## src/rtl/dm_port_arbiter.sv

```systemverilog
// Data-memory port arbiter: shares one word-addressed RAM port between
// M0 (CPU load/store) and M1 (debug/DMA loader) with round-robin arbitration
// and a bounded burst length. Grant is Mealy (same cycle as the RAM access);
// read data returns one cycle later.
// Optional alignment checking is enabled by defining DM_ALIGN_CHECK_EN.
module dm_port_arbiter #(
  parameter int unsigned MAX_BURST = 4,
  parameter int unsigned CNT_W     = 3
) (
  input  logic        clk,
  input  logic        reset,
  input  logic        m0_req,
  input  logic [31:0] m0_addr,
  input  logic [31:0] m0_wdata,
  input  logic [3:0]  m0_byteen,
  output logic        m0_gnt,
  output logic        m0_rvalid,
  output logic [31:0] m0_rdata,
  input  logic        m1_req,
  input  logic [31:0] m1_addr,
  input  logic [31:0] m1_wdata,
  input  logic [3:0]  m1_byteen,
  output logic        m1_gnt,
  output logic        m1_rvalid,
  output logic [31:0] m1_rdata,
  output logic [31:0] mem_addr,
  output logic [31:0] mem_wdata,
  output logic [3:0]  mem_byteen,
  output logic        mem_rd,
  input  logic [31:0] mem_rdata,
  output logic        err
);

  localparam logic [CNT_W-1:0] MaxCnt = CNT_W'(MAX_BURST);

  logic             cur_q, cur_d;
  logic [CNT_W-1:0] cnt_q, cnt_d;
  logic             rsel_q, rpend_q, rpend_d, rerr_q, err_q;

  logic        gnt0, gnt1, any, sel;
  logic [31:0] sel_addr, sel_wdata;
  logic [3:0]  sel_be;
  logic        is_read, illegal;

  // Round-robin grant with burst limit; nothing is granted while in reset.
  always_comb begin
    gnt0 = 1'b0;
    gnt1 = 1'b0;
    if (reset) begin
      if (m0_req && m1_req) begin
        if (cnt_q != '0 && cnt_q < MaxCnt) begin
          gnt0 = ~cur_q;
          gnt1 = cur_q;
        end else begin
          gnt0 = cur_q;
          gnt1 = ~cur_q;
        end
      end else begin
        gnt0 = m0_req;
        gnt1 = m1_req;
      end
    end
  end

  assign any       = gnt0 | gnt1;
  assign sel       = gnt1;
  assign sel_addr  = sel ? m1_addr   : m0_addr;
  assign sel_wdata = sel ? m1_wdata  : m0_wdata;
  assign sel_be    = sel ? m1_byteen : m0_byteen;
  assign is_read   = (sel_be == 4'b0000);

`ifdef DM_ALIGN_CHECK_EN
  logic legal;

  // Legal byte-enable / address-offset combinations.
  always_comb begin
    legal = 1'b0;
    case (sel_be)
      4'b0000, 4'b1111, 4'b0011: legal = (sel_addr[1:0] == 2'b00);
      4'b1100:                   legal = (sel_addr[1:0] == 2'b10);
      4'b0001:                   legal = (sel_addr[1:0] == 2'b00);
      4'b0010:                   legal = (sel_addr[1:0] == 2'b01);
      4'b0100:                   legal = (sel_addr[1:0] == 2'b10);
      4'b1000:                   legal = (sel_addr[1:0] == 2'b11);
      default:                   legal = 1'b0;
    endcase
  end

  assign illegal = any & ~legal;
`else
  assign illegal = 1'b0;
`endif

  assign m0_gnt     = gnt0;
  assign m1_gnt     = gnt1;
  assign mem_addr   = any ? (sel_addr & 32'hffff_fffc) : 32'h0;
  assign mem_wdata  = any ? sel_wdata : 32'h0;
  assign mem_byteen = (any && !illegal) ? sel_be : 4'b0000;
  assign mem_rd     = any & ~illegal & is_read;

  // Next-state for arbitration history: saturating burst count per master.
  always_comb begin
    cur_d = cur_q;
    cnt_d = cnt_q;
    if (!any) begin
      cnt_d = '0;
    end else if (sel == cur_q) begin
      if (cnt_q < MaxCnt) cnt_d = cnt_q + 1'b1;
    end else begin
      cur_d = sel;
      cnt_d = CNT_W'(1);
    end
  end

  // An illegal read still returns a beat, just with zeroed data.
  assign rpend_d = any & is_read;

  // State registers; cur resets to 1 so M0 wins the first tie.
  always_ff @(posedge clk) begin
    if (!reset) begin
      cur_q   <= 1'b1;
      cnt_q   <= '0;
      rsel_q  <= 1'b0;
      rpend_q <= 1'b0;
      rerr_q  <= 1'b0;
      err_q   <= 1'b0;
    end else begin
      cur_q   <= cur_d;
      cnt_q   <= cnt_d;
      rsel_q  <= sel;
      rpend_q <= rpend_d;
      rerr_q  <= illegal;
      err_q   <= illegal;
    end
  end

  // Gating with reset suppresses a return for a read granted just before reset.
  assign m0_rvalid = reset & rpend_q & ~rsel_q;
  assign m1_rvalid = reset & rpend_q & rsel_q;
  assign m0_rdata  = (m0_rvalid && !rerr_q) ? mem_rdata : 32'h0;
  assign m1_rdata  = (m1_rvalid && !rerr_q) ? mem_rdata : 32'h0;
  assign err       = reset & err_q;

endmodule

```

## config.mk

```make
export PLATFORM = sky130hd
export DESIGN_NAME = dm_port_arbiter
export DESIGN_NICKNAME = d
export VERILOG_FILES = /design/src/rtl/dm_port_arbiter.sv
export SDC_FILE = /design/constraint.sdc
export NUM_CORES = 1
export LEC_CHECK = 0
export CAP_MARGIN = 0
export CORE_AREA = 2 2 120 122
export CTS_CLUSTER_SIZE = 14
export DETAILED_ROUTE_END_ITERATION = 10
export DIE_AREA = 0 0 122 124
export PLACE_DENSITY = 0.63
export SLEW_MARGIN = 0
export SYNTH_ARGS = -nofsm -noshare
export SYNTH_HDL_FRONTEND = slang
export SYNTH_SLANG_ARGS = --single-unit
```

## constraint.sdc

```tcl
create_clock -name clk -period 2 [get_ports clk]
set_input_delay 0.2 -clock clk [delete_from_list [all_inputs] [get_ports clk]]
set_output_delay 0.2 -clock clk [all_outputs]
set_load 0.02 [all_outputs]
```

==> parameters.txt <==
Parameter                              Value

Worst setup path
  Required time of the critical path    roughly 1800 ps
  Critical path depth in cells    10
  Slowest cell delay on critical path    320 ps
  Biggest fanout along the worst timing path    9
  Data arrival at the endpoint of the critical path    2030 ps
  Sort of element at the start of the critical path    register
  Top delay family on crit path    buffers and inverters
  Reg-to-Reg Start    cnt_q[0]
  Worst Path Class, Setup    register to output port
  Capture instance of the worst register-to-register path    rpend_q
  Slowest cell on the critical path    sky130_fd_sc_hd__dfxtp_2
  Cell depth of the worst flop-to-flop path    11
  Endpoint kind of the worst setup timing path    output port
  Critical path buffers and inverters    5
  Reg2Reg Setup Slack    190 ps
  List of cells traversed by the critical path    inv_2 -> ha_4 -> nor2_4 -> buf_12 -> mux2i_4 -> nor2_4 -> buf_12 -> buf_16 -> a22o_1 -> buf_6

Synthesis
  Largest area contributor in the synthesized netlist    sky130_fd_sc_hd__a22o_1
  Top cells by area in the synthesized netlist    sky130_fd_sc_hd__a22o_1 38%, sky130_fd_sc_hd__and2_1 26%, sky130_fd_sc_hd__dfxtp_1 7.9%
  Proportion of netlist area held by the largest area contributor    0.382
  Post-Syn Area per Cell    7.36 µm²
  Number of warnings reported in the yosys synthesis log    0
  Sequential share of the synthesized area    0.0793
  Synth cell types    28
  Combined area of all synthesized cells    1520 µm²
  Register bit count reported by yosys    6
  Cells after Synth    206

STA
  Setup Skew    1.35 ps
  Share of the clock period used by the worst path after layout    1.12
  Final Worst Setup Slack    -235 ps
  Setup repair after global routing missed its margin    yes
  Fin. max-slew vios    0
  Max frequency    448 MHz
  Fin crit period    roughly 2200 ps
  Hold Fails Final Rpt    0
  Final setup viols    68

Power
  Total power divided by cell area    310 nW/µm²
  Leakage    2.59 nW
  Max VDD drop    189 µV

Routing
  Via Count    2973
  Via density per instance    4.15
  DRT Pass-1 Iters    4
  Starting DRT DRC Count    43
  Overall routed net length    11000 µm
  Post-route antenna net violation count    0
  Average wire per cell in the routed design    15.4 µm
  Total DRC errors in the routed layout    0

Floorplanning
  Effective utilization at floorplan    0.110
  Die extent in y    124 µm
  Die outline width    122 µm
  Core Box Area    around 14000 µm²
  Die ar.    15100 µm²
  IO Pins    310
  Total number of placement rows    43

Layout
  Area of all placed cells without fillers    5370 µm²
  Nets    712
  Sequential cell area    123 µm²
  Area of the multi-input gates    1300 µm²
  Fraction of layout instances using a drive strength above 1    0.250
  Filler-free cell count of the finished design    717
  Area growth from synthesis to layout    255%
  Layout fillers    between 1000 and 1500

Clocking
  Clock tree from TritonCTS    built
  Clk pin slew, worst setup/hold paths    40 ps
  Skew-Pair Late Insertion Delay    230 ps
  Buffer depth of the longest clock path    2
  Clock root buffer master    sky130_fd_sc_hd__clkbuf_16
  Clock sinks    6
  Number of buffers inserted during clock tree synthesis    3
  H-tree depth    1

Run status
  Violations in the final reports    setup timing
  Outcome    finished, violations left

Global route
  Overall track demand over capacity in global routing    0.128
  Vias in the first global route    approximately 2900
  Initial antenna violation count    2
  Total overflow reported by the global router    0
  Global-route wire length before repair    around 15000 µm
  Pin count of the biggest net entering global routing    34

Min path
  Endpoint of the worst hold-timing path    cur_q
  Hold Path Origin    reset
  Kind of path behind the tightest hold check    primary input to register
  Number of cells on the worst hold path    2

Placed design
  Number of port buffers    302
  Total placed instance area    4870 µm²
  Final weighted congestion in routability-driven placement    0.812
  Total instance count after detailed placement    slightly below 700
  DP HPWL    between 8000 and 9000 µm

Job
  Max cap viols    0
[registers in the layout (all words and copies together) (netlist names)]
signal and count:
cur_q 1, rsel_q 1, rpend_q 1, cnt_q 3
[cell usage after synthesis (all sizes together)]
cell / number
a21boi: 1
a21oi: 6
a22o: 66
and2: 64
and3: 1
buf: 17
clkbuf: 8
conb: 1
dfxtp: 6
ha: 2
inv: 4
mux2i: 2
nand2: 6
nand2b: 1
nand3: 2
nor2: 6
nor3: 1
nor4: 1
o211ai: 1
o21a: 2
o21ai: 6
or4: 1
xor2: 1
[per-stage QoR]
stage / hold slack [ps] / setup slack [ps] / total power [W] / util / setup TNS [ps]
finish: 295 / -235 / 0.00166 / 0.392 / -8990
global route: 329 / -320 / 0.00174 / 0.392 / -14880
global placement: 583 / -499 / 0.00113 / 0.355 / -39540
floorplan: 367 / 144 / 0.000509 / - / 0
CTS: 625 / -221 / 0.00159 / 0.374 / -8930
detailed placement: 624 / -497 / 0.00114 / 0.355 / -42210
[layer usage]
layer,wire [µm],track usage,part of all wire,vias up
met5,15,0,0.0014,-
met4,310,0.0632,0.028,2
met3,1280,0.0444,0.12,20
met2,5770,0.243,0.52,201
met1,3650,0.121,0.33,1334
li1,-,-,-,1416
[how the worst max path moves through the flow]
stage / start / to / slack, ps
finish: cnt_q[0] / mem_addr[9] / -230
global route: cnt_q[0] / mem_addr[14] / -320
CTS: cnt_q[0] / mem_wdata[31] / -220
detailed placement: m1_byteen[2] / mem_rd / -500
global placement: m1_byteen[2] / mem_rd / -500
floorplan: cnt_q[0] / mem_addr[26] / 140
[timing repair]
action	in CTS	in global routing
resized for setup	441	67
setup buffers	15	2
pin swaps	32	26
cloned	6	2
hold buffers	0	0
endpoints found under the setup margin	135	104
hold endpoints to repair	0	0
[kinds of logic after synthesis]
group / count (synthesis) / synth area share
AOI/OAI and AO/OA: 82 / 0.443
buffers and inverters: 29 / 0.107
xor gates and xnor gates: 1 / 0.0107
muxes: 2 / 0.0132
and+or+nand+nor: 83 / 0.328
adders and majority gates: 2 / 0.0165
other: 1 / 0.00247
DFF: 6 / 0.0793
[final cells by class]
class / count / share of cell area
timing repair buffer: 350 / 0.677
multi-input combinational: 173 / 0.241
tap: 180 / 0.0419
sequential: 6 / 0.0228
clock buffer: 3 / 0.0140
inverter: 4 / 0.00279
antenna: 1 / 0.000466
[layout by cell type, fill, tap and decap left out, types with 2 or more instances in the layout]
cell                              count
sky130_fd_sc_hd__buf_4               21
sky130_fd_sc_hd__and2_1              64
sky130_fd_sc_hd__buf_12               9
sky130_fd_sc_hd__nand3_1              2
sky130_fd_sc_hd__nand2_1              6
sky130_fd_sc_hd__o21a_1               2
sky130_fd_sc_hd__buf_6               70
sky130_fd_sc_hd__o21ai_0              6
sky130_fd_sc_hd__inv_1                2
sky130_fd_sc_hd__buf_2                8
sky130_fd_sc_hd__inv_2                2
sky130_fd_sc_hd__buf_8                2
sky130_fd_sc_hd__conb_1               3
sky130_fd_sc_hd__dlygate4sd2_1       64
sky130_fd_sc_hd__clkdlybuf4s50_1    166
sky130_fd_sc_hd__clkbuf_16            4
sky130_fd_sc_hd__dfxtp_1              4
sky130_fd_sc_hd__nor2_1               3
sky130_fd_sc_hd__nor2_4               2
sky130_fd_sc_hd__a22o_1              66
sky130_fd_sc_hd__dfxtp_2              2
sky130_fd_sc_hd__buf_16               6
sky130_fd_sc_hd__a21oi_1              4
[power by group]
| part | internal [W] | switching, W | total [W] | leakage [nW] |
|---|---|---|---|---|
| Combinational | 0.000738 | 0.000460 | 0.00120 | 2.50 |
| Sequential | 0.000127 | 0.00000640 | 0.000134 | 0.0499 |
| Clock | 0.000257 | 0.0000737 | 0.000331 | 0.0370 |
| Total | 0.00112 | 0.000540 | 0.00166 | 2.59 |
Power figures use the tool's default switching activity.
